$ cat config.mk
export PLATFORM = sky130hd
export DESIGN_NAME = bunch_marker_trigger_generator_multichannel_flat
export DESIGN_NICKNAME = d
export VERILOG_FILES = /design/src/rtl/bunch_marker_trigger_generator_multichannel_if.sv /design/src/rtl/bunch_marker_trigger_generator_multichannel.sv /design/src/flat_wrapper.sv
export SDC_FILE = /design/constraint.sdc
export NUM_CORES = 1
export LEC_CHECK = 0
export ABC_AREA = 1
export BUFFER_PORTS_ARGS = -buffer_cell sky130_fd_sc_hd__buf_4
export CAP_MARGIN = 20
export CORE_MARGIN = 4
export CORE_UTILIZATION = 50
export DETAILED_ROUTE_END_ITERATION = 7
export GPL_ROUTABILITY_DRIVEN = 0
export GPL_TIMING_DRIVEN = 0
export HOLD_SLACK_MARGIN = 0.1
export PLACE_DENSITY = 0.79
export SYNTH_ARGS = -nofsm -noshare
export SYNTH_HDL_FRONTEND = slang
export SYNTH_SLANG_ARGS = --single-unit
$ cat constraint.sdc
create_clock -name clock -period 8.3 [get_ports clock]
set_clock_uncertainty 0.15 [all_clocks]
set_input_delay 0.83 -clock clock [delete_from_list [all_inputs] [get_ports clock]]
set_output_delay 0.83 -clock clock [all_outputs]
set_load 0.005 [all_outputs]
$ cat src/rtl/bunch_marker_trigger_generator_multichannel_if.sv
// Bundle between the bunch-marker trigger generator and its controller:
// the revo input, marker configuration, the trigger pulse and status.
interface bunch_marker_trigger_generator_multichannel_if #(
  parameter int NUM_MARKERS  = 4,
  parameter int BUCKET_WIDTH = 11,
  parameter int COUNT_WIDTH  = 32
);
  logic                                  revo;
  logic                                  xrm_trigger_enabled;
  logic [4:0]                            trig_prescale_N_log2;
  logic [NUM_MARKERS*BUCKET_WIDTH-1:0]   config_position;
  logic [NUM_MARKERS*9-1:0]              config_revo_mask;
  logic [NUM_MARKERS*COUNT_WIDTH-1:0]    config_desired_quantity;
  logic [NUM_MARKERS-1:0]                config_clear;
  logic                                  xrm_trigger;
  logic [NUM_MARKERS-1:0]                trigger_vector;
  logic [NUM_MARKERS*COUNT_WIDTH-1:0]    trigger_count;
  logic [NUM_MARKERS-1:0]                quantity_reached;
  logic [BUCKET_WIDTH-1:0]               bucket;
  logic [3:0]                            frame9;
  logic                                  revo_locked;
  logic [15:0]                           missed_revo_count;

  modport master (
    output revo, xrm_trigger_enabled, trig_prescale_N_log2, config_position,
           config_revo_mask, config_desired_quantity, config_clear,
    input  xrm_trigger, trigger_vector, trigger_count, quantity_reached,
           bucket, frame9, revo_locked, missed_revo_count
  );

  modport slave (
    input  revo, xrm_trigger_enabled, trig_prescale_N_log2, config_position,
           config_revo_mask, config_desired_quantity, config_clear,
    output xrm_trigger, trigger_vector, trigger_count, quantity_reached,
           bucket, frame9, revo_locked, missed_revo_count
  );
endinterface

$ cat src/rtl/bunch_marker_trigger_generator_multichannel.sv
// N-channel bunch-marker trigger generator: tracks revo lock, free-wheels the
// bucket/frame9 counters and emits prescaled, quantity-limited triggers.
module bunch_marker_trigger_generator_multichannel #(
  parameter int NUM_MARKERS  = 4,
  parameter int BUCKET_WIDTH = 11,
  parameter int REVO_PERIOD  = 1280,
  parameter int LOCK_COUNT   = 4,
  parameter int COUNT_WIDTH  = 32
) (
  input  logic clock,
  input  logic reset,
  bunch_marker_trigger_generator_multichannel_if.slave bus
);
  localparam logic [BUCKET_WIDTH-1:0] LAST_BUCKET = BUCKET_WIDTH'(REVO_PERIOD - 1);
  localparam int ON_W = $clog2(LOCK_COUNT + 1);

  typedef enum logic [1:0] {UNLOCKED, ACQUIRING, LOCKED} lock_state_e;

  lock_state_e             state, state_next;
  logic [ON_W-1:0]         on_time, on_time_next;
  logic                    lose_lock;
  logic                    revo_q, revo_q_d, revo_event;
  logic [BUCKET_WIDTH-1:0] bucket;
  logic [3:0]              frame9;
  logic [15:0]             missed_revo_count;
  logic                    at_last, on_time_revo, early_revo, missed_wrap;

  logic [COUNT_WIDTH-1:0]  match_count     [NUM_MARKERS];
  logic [COUNT_WIDTH-1:0]  trigger_count_r [NUM_MARKERS];
  logic [NUM_MARKERS-1:0]  match, fire, quantity_reached;
  logic [NUM_MARKERS-1:0]  trigger_vector_r;
  logic                    xrm_trigger_r;
  logic [COUNT_WIDTH-1:0]  prescale_mask;
  logic [NUM_MARKERS*COUNT_WIDTH-1:0] trigger_count_flat;

  assign at_last      = (bucket == LAST_BUCKET);
  assign on_time_revo = revo_event && at_last;
  assign early_revo   = revo_event && !at_last;
  assign missed_wrap  = at_last && !revo_event;

  // Revo is registered, edge-detected, and the edge itself registered, so the
  // bucket restart lands two edges after revo is first sampled.
  // NOTE: sequential state uses non-blocking assignments so every flop samples
  // pre-edge values regardless of process ordering.
  always_ff @(posedge clock) begin
    if (!reset) begin
      revo_q     <= 1'b0;
      revo_q_d   <= 1'b0;
      revo_event <= 1'b0;
    end else begin
      revo_q     <= bus.revo;
      revo_q_d   <= revo_q;
      revo_event <= revo_q && !revo_q_d;
    end
  end

  always_ff @(posedge clock) begin
    if (!reset) begin
      state             <= UNLOCKED;
      on_time           <= '0;
      bucket            <= '0;
      frame9            <= '0;
      missed_revo_count <= '0;
    end else begin
      state   <= state_next;
      on_time <= on_time_next;
      if (revo_event || at_last) begin
        bucket <= '0;
        frame9 <= (frame9 == 4'd8) ? 4'd0 : frame9 + 4'd1;
      end else begin
        bucket <= bucket + BUCKET_WIDTH'(1);
      end
      if (lose_lock && missed_revo_count != 16'hFFFF)
        missed_revo_count <= missed_revo_count + 16'd1;
    end
  end

  // NOTE: every signal driven here gets a default first so no path through the
  // case can leave it unassigned and infer a latch.
  always_comb begin
    state_next   = state;
    on_time_next = on_time;
    lose_lock    = 1'b0;
    unique case (state)
      UNLOCKED: if (revo_event) begin
        on_time_next = ON_W'(1);
        state_next   = (LOCK_COUNT <= 1) ? LOCKED : ACQUIRING;
      end
      ACQUIRING: begin
        if (on_time_revo) begin
          on_time_next = on_time + ON_W'(1);
          if (int'(on_time) + 1 >= LOCK_COUNT) state_next = LOCKED;
        end else if (early_revo) begin
          on_time_next = ON_W'(1);
        end else if (missed_wrap) begin
          on_time_next = '0;
          state_next   = UNLOCKED;
        end
      end
      LOCKED: if (early_revo || missed_wrap) begin
        on_time_next = '0;
        state_next   = UNLOCKED;
        lose_lock    = 1'b1;
      end
      default: state_next = UNLOCKED;
    endcase
  end

  // A shift past the counter width yields an all-ones mask (fire on wrap only).
  assign prescale_mask = (COUNT_WIDTH'(1) << bus.trig_prescale_N_log2) - COUNT_WIDTH'(1);

  always_comb begin
    match              = '0;
    fire               = '0;
    quantity_reached   = '0;
    trigger_count_flat = '0;
    for (int i = 0; i < NUM_MARKERS; i++) begin
      match[i] = (state == LOCKED) && bus.xrm_trigger_enabled
              && (bucket == bus.config_position[i*BUCKET_WIDTH +: BUCKET_WIDTH])
              && bus.config_revo_mask[i*9 + int'(frame9)];
      quantity_reached[i] = (bus.config_desired_quantity[i*COUNT_WIDTH +: COUNT_WIDTH] != '0)
              && (trigger_count_r[i] >= bus.config_desired_quantity[i*COUNT_WIDTH +: COUNT_WIDTH]);
      fire[i] = match[i] && ((match_count[i] & prescale_mask) == '0)
              && !quantity_reached[i] && !bus.config_clear[i];
      trigger_count_flat[i*COUNT_WIDTH +: COUNT_WIDTH] = trigger_count_r[i];
    end
  end

  // NOTE: the per-marker counter arrays are plain flops, not RAM, so they take
  // the reset like any other state.
  always_ff @(posedge clock) begin
    if (!reset) begin
      xrm_trigger_r    <= 1'b0;
      trigger_vector_r <= '0;
      for (int i = 0; i < NUM_MARKERS; i++) begin
        match_count[i]     <= '0;
        trigger_count_r[i] <= '0;
      end
    end else begin
      xrm_trigger_r    <= |fire;
      trigger_vector_r <= fire;
      for (int i = 0; i < NUM_MARKERS; i++) begin
        if (bus.config_clear[i]) begin
          match_count[i]     <= '0;
          trigger_count_r[i] <= '0;
        end else if (match[i]) begin
          match_count[i] <= match_count[i] + COUNT_WIDTH'(1);
          if (fire[i] && trigger_count_r[i] != '1)
            trigger_count_r[i] <= trigger_count_r[i] + COUNT_WIDTH'(1);
        end
      end
    end
  end

  assign bus.xrm_trigger       = xrm_trigger_r;
  assign bus.trigger_vector    = trigger_vector_r;
  assign bus.trigger_count     = trigger_count_flat;
  assign bus.quantity_reached  = quantity_reached;
  assign bus.bucket            = bucket;
  assign bus.frame9            = frame9;
  assign bus.revo_locked       = (state == LOCKED);
  assign bus.missed_revo_count = missed_revo_count;
endmodule

$ cat src/flat_wrapper.sv
// flat-port wrapper written by rule: the top's interface ports become plain ports
module bunch_marker_trigger_generator_multichannel_flat 
#(
  parameter int NUM_MARKERS  = 4,
  parameter int BUCKET_WIDTH = 11,
  parameter int REVO_PERIOD  = 1280,
  parameter int LOCK_COUNT   = 4,
  parameter int COUNT_WIDTH  = 32
)
  (clock, reset, bus_revo, bus_xrm_trigger_enabled, bus_trig_prescale_N_log2, bus_config_position, bus_config_revo_mask, bus_config_desired_quantity, bus_config_clear, bus_xrm_trigger, bus_trigger_vector, bus_trigger_count, bus_quantity_reached, bus_bucket, bus_frame9, bus_revo_locked, bus_missed_revo_count);
  bunch_marker_trigger_generator_multichannel_if #(.NUM_MARKERS(NUM_MARKERS), .BUCKET_WIDTH(BUCKET_WIDTH), .COUNT_WIDTH(COUNT_WIDTH)) bus_i ();
  input  logic clock;
  input  logic reset;
  input wire logic [$bits(bus_i.revo)-1:0] bus_revo;
  input wire logic [$bits(bus_i.xrm_trigger_enabled)-1:0] bus_xrm_trigger_enabled;
  input wire logic [$bits(bus_i.trig_prescale_N_log2)-1:0] bus_trig_prescale_N_log2;
  input wire logic [$bits(bus_i.config_position)-1:0] bus_config_position;
  input wire logic [$bits(bus_i.config_revo_mask)-1:0] bus_config_revo_mask;
  input wire logic [$bits(bus_i.config_desired_quantity)-1:0] bus_config_desired_quantity;
  input wire logic [$bits(bus_i.config_clear)-1:0] bus_config_clear;
  output wire logic [$bits(bus_i.xrm_trigger)-1:0] bus_xrm_trigger;
  output wire logic [$bits(bus_i.trigger_vector)-1:0] bus_trigger_vector;
  output wire logic [$bits(bus_i.trigger_count)-1:0] bus_trigger_count;
  output wire logic [$bits(bus_i.quantity_reached)-1:0] bus_quantity_reached;
  output wire logic [$bits(bus_i.bucket)-1:0] bus_bucket;
  output wire logic [$bits(bus_i.frame9)-1:0] bus_frame9;
  output wire logic [$bits(bus_i.revo_locked)-1:0] bus_revo_locked;
  output wire logic [$bits(bus_i.missed_revo_count)-1:0] bus_missed_revo_count;
  assign bus_i.revo = bus_revo;
  assign bus_i.xrm_trigger_enabled = bus_xrm_trigger_enabled;
  assign bus_i.trig_prescale_N_log2 = bus_trig_prescale_N_log2;
  assign bus_i.config_position = bus_config_position;
  assign bus_i.config_revo_mask = bus_config_revo_mask;
  assign bus_i.config_desired_quantity = bus_config_desired_quantity;
  assign bus_i.config_clear = bus_config_clear;
  assign bus_xrm_trigger = bus_i.xrm_trigger;
  assign bus_trigger_vector = bus_i.trigger_vector;
  assign bus_trigger_count = bus_i.trigger_count;
  assign bus_quantity_reached = bus_i.quantity_reached;
  assign bus_bucket = bus_i.bucket;
  assign bus_frame9 = bus_i.frame9;
  assign bus_revo_locked = bus_i.revo_locked;
  assign bus_missed_revo_count = bus_i.missed_revo_count;
  bunch_marker_trigger_generator_multichannel #(.NUM_MARKERS(NUM_MARKERS), .BUCKET_WIDTH(BUCKET_WIDTH), .REVO_PERIOD(REVO_PERIOD), .LOCK_COUNT(LOCK_COUNT), .COUNT_WIDTH(COUNT_WIDTH)) u_core (.clock(clock), .reset(reset), .bus(bus_i));
endmodule
==> flow_summary_export.csv, run 1 <==
group,metric,value,unit
route,drt-initial-drc-count,1776,
clocking,clk_latency,0.55,ns
die,die-area,50800,um2
synth,yosysSeqAreaShare,0.358,
outcome,status,"finished, final reports clean",
synth,synth_fp_nets,3627,
clocking,hold_buffers,0,
finish,drive_gt1_frac,0.161,
setup_path,rr_startpoint,"u_core.bus.frame9[0]",
finish,final_common_cell,"nand2_1",
hold_path,min_from,"u_core.revo_q_d",
sta,finalSetupViolCount,0,
global_route,grt_pass1_vias,21509,
power,clkPwrFrac,0.391,
synth,yosys_warnings,0,
run,cap_violations,0,
power,sequentialPowerShare,0.446,
setup_path,crit_chain,"buf_2 > inv_1 > clkbuf_1 > ha_1 > clkbuf_1 > clkinv_1 > nor2_1 > o21ai_0 > o21ai_0 > nand3_1 > nand2_1 > nand3b_1 > a21oi_1 > nand2_1 > nor2_1 > nand2_1 > nor2_1 > nand2_1 > nor2_2 > nand2_2 > buf_6 > nand2_1 > buf_8",
clocking,cts_tree,"yes",
finish,fin_area,28700,um2
global_route,grt-ovfl-total,0,
synth,ys_ff_latch,296,
global_route,grtUsageMet2,0.425,
route,first_pass_iters,6,
synth,synth_edf_count,252,
synth,synthArstFlopShare,0,
placement,dp_cells,4253,
setup_path,endpoint_kind,"flop",
setup_path,crit_path_start_kind,"flop",
clocking,htreeDepth,2,
sta,setup_ws,2.90,ns
setup_path,crit_type,"reg -> reg",
power,switching_share,0.273,
clocking,cts.sinks,296,
setup_path,r2r_end,"u_core.trigger_count_r[3][29]",
setup_path,worst-path-max-fanout,20,
global_route,grt-busiest-layer,"met2",
clocking,clk_pin_slew,0.06,ns
synth,avgSynthCellArea,7.26,um2
hold_path,hp-class,"reg -> reg",
route,ant_nets,0,
setup_path,cp_slowest_stage_delay,0.64,ns
sta,maxSlewHeadroom,0.420,
synth,synth_flop_cell,"edfxtp_1",
setup_path,crit_top_cell,"nand2_1",
die,fp.dieW,225,um
clocking,cts_setup_buffers,0,
setup_path,cp_top_family,"simple AND/OR/NAND/NOR gates",
setup_path,cp.arrival,5.51,ns
global_route,grt_start_max_net_pins,29,
die,ios,390,
synth,syn_inst,3252,
sta,rsz0062_at_grt,"no",
setup_path,required,8.40,ns
sta,fin_crit_sh,0.651,
sta,tns,0,ns
sta,fmax,185,MHz
placement,place_area,27500,um2
global_route,grt.total_usage,0.251,
die,die_h,225,um
clocking,cts_resized,0,
synth,synth_top_area_cell,"edfxtp_1",
route,wl,66.9,mm
setup_path,r2r_setup_slack,2.90,ns
power,comb_power_share,0.163,
power,total_leakage_power,13.3,nW
finish,syn2layout_area_growth,21.4,%
global_route,use_met1,0.330,
sta,hold_viol,0,
global_route,antenna_found_initial,2,
power,peakVddDrop,114,uV
clocking,cts_buffers,36,
synth,synthTopCellsByArea,"edfxtp_1 (32%), nand2_1 (11%), inv_1 (8.8%), ha_1 (8.2%), nor2_1 (6.1%)",
synth,synth_top_area_share,0.320,
global_route,grt_pass1_wl,105,mm
die,initial_core_util,0.506,
power,p_int,0.00287,W
placement,pre_cts_slack,2.95,ns
route,vias,23175,
synth,yosys.cell_types.count,51,
power,powerDensity,138,nW/um2
finish,final_cell_mix,"nand2_1 (671), inv_1 (555), buf_4 (390)",
clocking,ctsLongestPathBuffers,3,
route,routedWlPerCell,15.5,um
die,rows,79,
synth,synthesis.area,23600,um2
finish,fin_cells,4320,
hold_path,whs_path_depth,1,
power,power.switching,0.00108,W
sta,tightest_slew,0.868,ns
die,core,46700,um2
finish,final_nets,4059,
clocking,cts_root_buf,"clkbuf_16",
global_route,use_met3,0.0435,
route,viasPerCell,5.36,
setup_path,crit_buf_inv,7,
placement,dp_hpwl,53.0,mm
setup_path,r2r_cells,23,
route,route.detailed.drc,0,
sta,fin_crit,5.40,ns
placement,io_buffers,386,
sta,final_max_slew_viol_count,0,
setup_path,cp_slowest_cell,"nand2_1",
hold_path,holdPathEnd,"u_core.revo_event",
layout make-up:
cell class                 count  area (um2)
buffer                        59         330
fill                        4184       18000
clock buffer                  60        1080
clock inverter                 6        66.3
sequential                   296        8450
antenna                        1        2.50
timing repair buffer         394        3100
inverter                     562        2110
multi-input combinational   2335       12800
tap                          607         759
logic make-up (layout without fill, tap and decap cells):
kind of cell / Yosys count / count (layout) / synth area share
buffers and inverters: 621 / 1081 / 0.103
xor gates and xnor gates: 160 / 160 / 0.0593
DFF: 296 / 296 / 0.358
AOI/OAI and AO/OA: 333 / 333 / 0.0767
and+or+nand+nor: 1688 / 1688 / 0.321
other: 0 / 1 / 0
adders and majority gates: 154 / 154 / 0.0816
worst max-delay path by stage:
stage                                     from                             to  depth (start not counted)
after floorplan           u_core.bus.frame9[0]       u_core.match_count[1][0]                         13
after global placement    u_core.bus.frame9[0]      u_core.match_count[1][22]                         13
after detailed placement  u_core.bus.frame9[0]   u_core.trigger_count_r[3][3]                         23
after CTS                 u_core.bus.frame9[0]   u_core.trigger_count_r[3][4]                         23
after global routing      u_core.bus.frame9[0]   u_core.trigger_count_r[3][4]                         23
final                     u_core.bus.frame9[0]  u_core.trigger_count_r[3][29]                         23
metrics by stage:
| step | power [W] | hold slack, ns | utilization |
|---|---|---|---|
| 2_1_floorplan | 0.00213 | 0.218 | - |
| 3_3_place_gp | 0.00240 | 0.222 | 0.585 |
| 4_1_cts | 0.00396 | 0.233 | 0.614 |
| 3_5_place_dp | 0.00242 | 0.225 | 0.590 |
| 6_report | 0.00394 | 0.231 | 0.614 |
| 5_1_grt | 0.00412 | 0.248 | 0.614 |
routing by layer:
metal / share of wire / up-vias / routed length, um
met5: 0.00049 / - / 33
met4: 0.031 / 4 / 2050
met3: 0.076 / 144 / 5080
met2: 0.46 / 853 / 31100
met1: 0.43 / 10587 / 28600
li1: - / 11587 / -
cell usage after synthesis, drive strengths merged (9+ instances only):
library cell  instances
nand4               112
or2                  11
nand3b                9
nor2                479
clkbuf               35
nor3b                16
a31oi                10
nand3               234
edfxtp              252
nor3                108
nand2               677
buf                  24
xor2                107
inv                 560
a21oi               162
dfxtp                44
o21ai               118
xnor2                53
nor4                 35
o21a                 10
ha                  154
registers in the layout (all words and copies together), names as in the netlist:
name                          flops
u_core.match_count              124
u_core.state                      2
u_core.on_time                    3
u_core.trigger_count_r          128
u_core.bus.trigger_vector         4
u_core.bus.missed_revo_count     16
u_core.bus.xrm_trigger            1
u_core.revo_q_d                   1
u_core.bus.bucket                11
u_core.revo_q                     1
u_core.revo_event                 1
u_core.bus.frame9                 4
power by group through the flow:
stage	clock, W	sequential [W]	combinational [W]
CTS	0.00157	0.00176	0.000637
floorplan	0	0.00177	0.000369
global placement	0	0.00179	0.000607
detailed placement	0	0.00179	0.000633
global route	0.00162	0.00177	0.000725
finish	0.00154	0.00176	0.000643
Note: power is estimated with default switching activity, not from simulation.
==> run 2, diff against run 1 <==
Clock period 8.3 ns to 5.7 ns, I/O delays scaled along.
==> run 2 against run 1 <==
Combinational power rose by 46%. Sequential power rose by 45%. Clock-buffer cell count unchanged. Global-route usage is essentially flat. Fmax is 5.4% higher. Cell count about the same.
==> flow_summary_export.csv, run 2 (synthesized netlist as in run 1, its figures left out) <==
group,metric,value,unit
route,route.detailed.drc,0,
setup_path,worst-path-max-fanout,20,
outcome,status,"finished, final reports clean",
sta,finalSetupViolCount,0,
die,die_h,225,um
clocking,ctsLongestPathBuffers,3,
clocking,htreeDepth,2,
clocking,clk_pin_slew,0.06,ns
setup_path,cp.arrival,5.23,ns
setup_path,r2r_setup_slack,0.57,ns
clocking,cts_tree,"yes",
route,routedWlPerCell,15.5,um
sta,tns,0,ns
setup_path,endpoint_kind,"flop",
sta,final_max_slew_viol_count,0,
power,powerDensity,200,nW/um2
clocking,cts.sinks,296,
finish,reg.largest.list,"u_core.trigger_count_r (128), u_core.match_count (124), u_core.bus.missed_revo_count (16)",
global_route,antenna_found_initial,2,
clocking,cts_setup_buffers,0,
global_route,grt_start_max_net_pins,29,
sta,fin_crit,5.13,ns
clocking,cts_buffers,36,
route,drt-initial-drc-count,1854,
clocking,cts_root_buf,"clkbuf_16",
power,fin_total_pwr,0.00574,W
sta,rsz0062_at_grt,"no",
finish,final_cell_mix,"nand2_1 (670), inv_1 (555), buf_4 (390)",
finish,drive_gt1_frac,0.162,
setup_path,required,5.80,ns
run,cap_violations,0,
sta,maxSlewHeadroom,0.454,
die,initial_core_util,0.506,
power,total_leakage_power,13.3,nW
sta,fin_crit_sh,0.900,
route,viasPerCell,5.36,
finish,largest-register,"u_core.trigger_count_r",
sta,hold_viol,0,
route,first_pass_iters,6,
route,wl,66.8,mm
placement,io_buffers,386,
placement,dp_cells,4253,
die,die-area,50800,um2
global_route,grt.total_usage,0.251,
sta,holdWs,0.231,ns
sta,tightest_slew,0.816,ns
route,ant_nets,0,
clocking,clk_latency,0.55,ns
die,core,46700,um2
hold_path,hp-class,"reg -> reg",
setup_path,crit_path_start_kind,"flop",
finish,fin_cells,4321,
die,rows,79,
route,vias,23166,
global_route,grt-ovfl-total,0,
sta,fmax,195,MHz
die,ios,390,
finish,syn2layout_area_growth,21.4,%
die,fp.dieW,225,um
global_route,grt_pass1_wl,105,mm
global_route,grt_pass1_vias,21512,
finish,final_common_cell,"nand2_1",
finish,final_nets,4060,
finish,largest_reg_flops,128,
power,peakVddDrop,167,uV
setup_path,crit_type,"reg -> reg",
placement,dp_hpwl,53.0,mm
## run 2: cell type report
class / count / area (um2)
fillers: 4184 / 18000
multi-input cells: 2335 / 12800
flip-flops and latches: 296 / 8450
repair buffers: 395 / 3110
inverters: 562 / 2110
clock buffers: 60 / 1080
well taps: 607 / 759
plain buffers: 59 / 330
clock inverters: 6 / 66.3
diodes: 1 / 2.50
## run 2: report_power, final
part / leakage (nW) / total [W] / switching [W] / internal, W
Combinational: 9.55 / 0.000936 / 0.000538 / 0.000398
Sequential: 3.16 / 0.00256 / 0.000127 / 0.00244
Clock: 0.561 / 0.00224 / 0.000898 / 0.00134
## run 2: what timing repair did
item / CTS / global route
hold endpoints to repair: 1 / 0
resized for setup: 0 / 1
endpoints found under the setup margin: 0 / 13
hold buffers: 1 / 0
## run 2: worst max-delay path, cell delays in order, from the launching register on
cell	delay, ns
dfxtp_1	0.38
buf_2	0.25
inv_1	0.12
clkbuf_1	0.26
ha_1	0.35
clkbuf_1	0.30
clkinv_1	0.36
nor2_1	0.17
o21ai_0	0.10
o21ai_0	0.15
nand3_1	0.12
nand2_1	0.10
nand3b_1	0.12
a21oi_1	0.39
nand2_1	0.09
nor2_1	0.10
nand2_1	0.06
nor2_1	0.08
nand2_1	0.08
nor2_2	0.17
nand2_2	0.15
buf_6	0.19
nand2_2	0.38
buf_8	0.22
## run 2: path summary, 6_finish.rpt
path                                                 endpoint                  from  cells past startpoint
worst min register to register              u_core.revo_event       u_core.revo_q_d                      1
worst max register to register  u_core.trigger_count_r[3][29]  u_core.bus.frame9[0]                     23
worst min-delay path                        u_core.revo_event       u_core.revo_q_d                      1
worst max-delay path            u_core.trigger_count_r[3][29]  u_core.bus.frame9[0]                     23
## run 2: metal layers
layer,GRT usage,wire length [um],vias up
met5,0,33,-
met4,0.0771,1990,4
met3,0.0435,5030,139
met2,0.425,31100,862
met1,0.330,28600,10569
li1,-,-,11592
## run 2: per-stage QoR
step           instance area, um2  setup slack (ns)   util
6_report                    28700             0.573  0.615
5_1_grt                     28700             0.137  0.615
4_1_cts                     28700             0.335  0.615
3_5_place_dp                27500             0.353  0.590
3_3_place_gp                27300            -0.660  0.585
2_1_floorplan               23600             0.806      -
==> run 3, diff against run 2 <==
Settings changed: CTS_BUF_LIST set to sky130_fd_sc_hd__clkbuf_2 sky130_fd_sc_hd__clkbuf_4 sky130_fd_sc_hd__clkbuf_8, MAX_ROUTING_LAYER set to met4.
==> run 3 against run 2 <==
Routed wire length fell by 0.21%. Die area did not move. Via count increased by 0.58%. Clock-buffer cell count is 15 higher. Flip-flop and latch count did not move. Largest power group unchanged.
==> flow_summary_export.csv, run 3 (synthesized netlist as in run 1, its figures left out) <==
group,metric,value,unit
route,viasPerCell,5.36,
setup_path,crit_top_cell,"nand2_1",
setup_path,crit_type,"reg -> reg",
global_route,grt_pass1_wl,105,mm
finish,final_cell_mix,"nand2_1 (670), inv_1 (555), buf_4 (390)",
setup_path,cp_slowest_stage_delay,0.40,ns
clocking,cts_buffers,50,
clocking,clk_latency,0.63,ns
route,ant_nets,0,
die,initial_core_util,0.506,
die,fp.dieW,225,um
finish,reg.largest.list,"u_core.trigger_count_r (128), u_core.match_count (124), u_core.bus.missed_revo_count (16)",
route,route.detailed.drc,0,
sta,fin_crit,5.17,ns
sta,tightest_slew,0.811,ns
finish,fin_area,28500,um2
die,die_h,225,um
route,first_pass_iters,7,
outcome,status,"finished, final reports clean",
sta,hold_viol,0,
clocking,ctsLongestPathBuffers,3,
placement,dp_hpwl,53.0,mm
setup_path,endpoint_kind,"flop",
clocking,cts_root_buf,"clkbuf_8",
route,vias,23301,
run,cap_violations,0,
clocking,cts.sinks,296,
finish,largest_reg_flops,128,
finish,largest-register,"u_core.trigger_count_r",
sta,maxSlewHeadroom,0.458,
route,drt-initial-drc-count,1857,
route,routedWlPerCell,15.3,um
sta,holdWs,0.233,ns
setup_path,crit_chain,"buf_2 > inv_1 > clkbuf_1 > ha_1 > clkbuf_1 > clkinv_1 > nor2_1 > o21ai_0 > o21ai_0 > nand3_1 > nand2_1 > nand3b_1 > a21oi_1 > nand2_1 > nor2_1 > nand2_1 > nor2_1 > nand2_1 > nor2_2 > nand2_2 > buf_6 > nand2_2 > buf_8",
setup_path,cp_slowest_cell,"nand2_2",
power,powerDensity,191,nW/um2
finish,drive_gt1_frac,0.169,
die,core,46700,um2
finish,final_nets,4074,
global_route,grt-ovfl-total,0,
placement,place_area,27500,um2
sta,rsz0062_at_grt,"no",
clocking,htreeDepth,2,
finish,final_util,0.612,
sta,fmax,193,MHz
setup_path,required,5.87,ns
power,total_leakage_power,13.3,nW
clocking,cts_tree,"yes",
setup_path,worst-path-max-fanout,20,
sta,tns,0,ns
clocking,clk_pin_slew,0.06,ns
die,die-area,50800,um2
global_route,grt.total_usage,0.258,
global_route,grt_start_max_net_pins,29,
setup_path,cp.arrival,5.34,ns
setup_path,crit_path_start_kind,"flop",
die,ios,390,
die,rows,79,
global_route,antenna_found_initial,2,
hold_path,hp-class,"reg -> reg",
power,peakVddDrop,228,uV
clocking,cts_setup_buffers,0,
route,wl,66.6,mm
global_route,grt_pass1_vias,21528,
placement,io_buffers,386,
finish,final_common_cell,"nand2_1",
finish,syn2layout_area_growth,20.9,%
sta,fin_crit_sh,0.907,
sta,finalSetupViolCount,0,
sta,final_max_slew_viol_count,0,
run 3: through the flow:
| step | setup slack (ns) | power, W | instances |
|---|---|---|---|
| final | 0.532 | 0.00545 | 4349 |
| after global routing | 0.124 | 0.00573 | 4348 |
| after CTS | 0.325 | 0.00549 | 4346 |
| after detailed placement | 0.353 | 0.00353 | 4253 |
| after global placement | -0.660 | 0.00349 | 4245 |
| after floorplan | 0.806 | 0.00311 | 3252 |
run 3: power by group:
part	switching, W	internal [W]
Sequential	0.000128	0.00244
Combinational	0.000538	0.000398
Clock	0.000893	0.00106
Total	0.00156	0.00390
run 3: worst paths after layout:
path	startpoint	endpoint	slack [ns]	cells after the start
max	u_core.bus.frame9[0]	u_core.trigger_count_r[3][3]	0.53	23
min	u_core.revo_q_d	u_core.revo_event	0.23	1
max reg2reg	u_core.bus.frame9[0]	u_core.trigger_count_r[3][3]	0.53	23
min reg2reg	u_core.revo_q_d	u_core.revo_event	0.23	1
run 3: area by class of cell:
class	instances	area, um2
diodes	3	7.51
plain buffers	59	330
clock buffers	75	907
clock inverters	17	109
fillers	4199	18100
inverters	562	2110
multi-input cells	2335	12800
flip-flops and latches	296	8450
well taps	607	759
repair buffers	395	3110
run 3: repair_timing:
item	4_1_cts	5_1_grt
setup endpoints to repair	0	13
hold buffers	1	0
endpoints found under the hold margin	1	0
gates resized for setup	0	1
run 3: per-layer routing:
layer	track usage	up-vias	wire [um]
li1	-	11618	-
met1	0.334	10625	28500
met2	0.419	896	30900
met3	0.0443	162	5320
met4	0.0771	0	1980
met5	-	-	0
run 3: worst max-delay path: cells and delay by family, from the launching register on:
family | cells | cell delay, ns
AO/OA/AOI/OAI | 3 | 0.65
adder cells (fa/ha/maj) | 1 | 0.35
buffers and inverters | 7 | 1.68
flip-flops | 1 | 0.38
AND/OR/NAND/NOR | 12 | 1.65
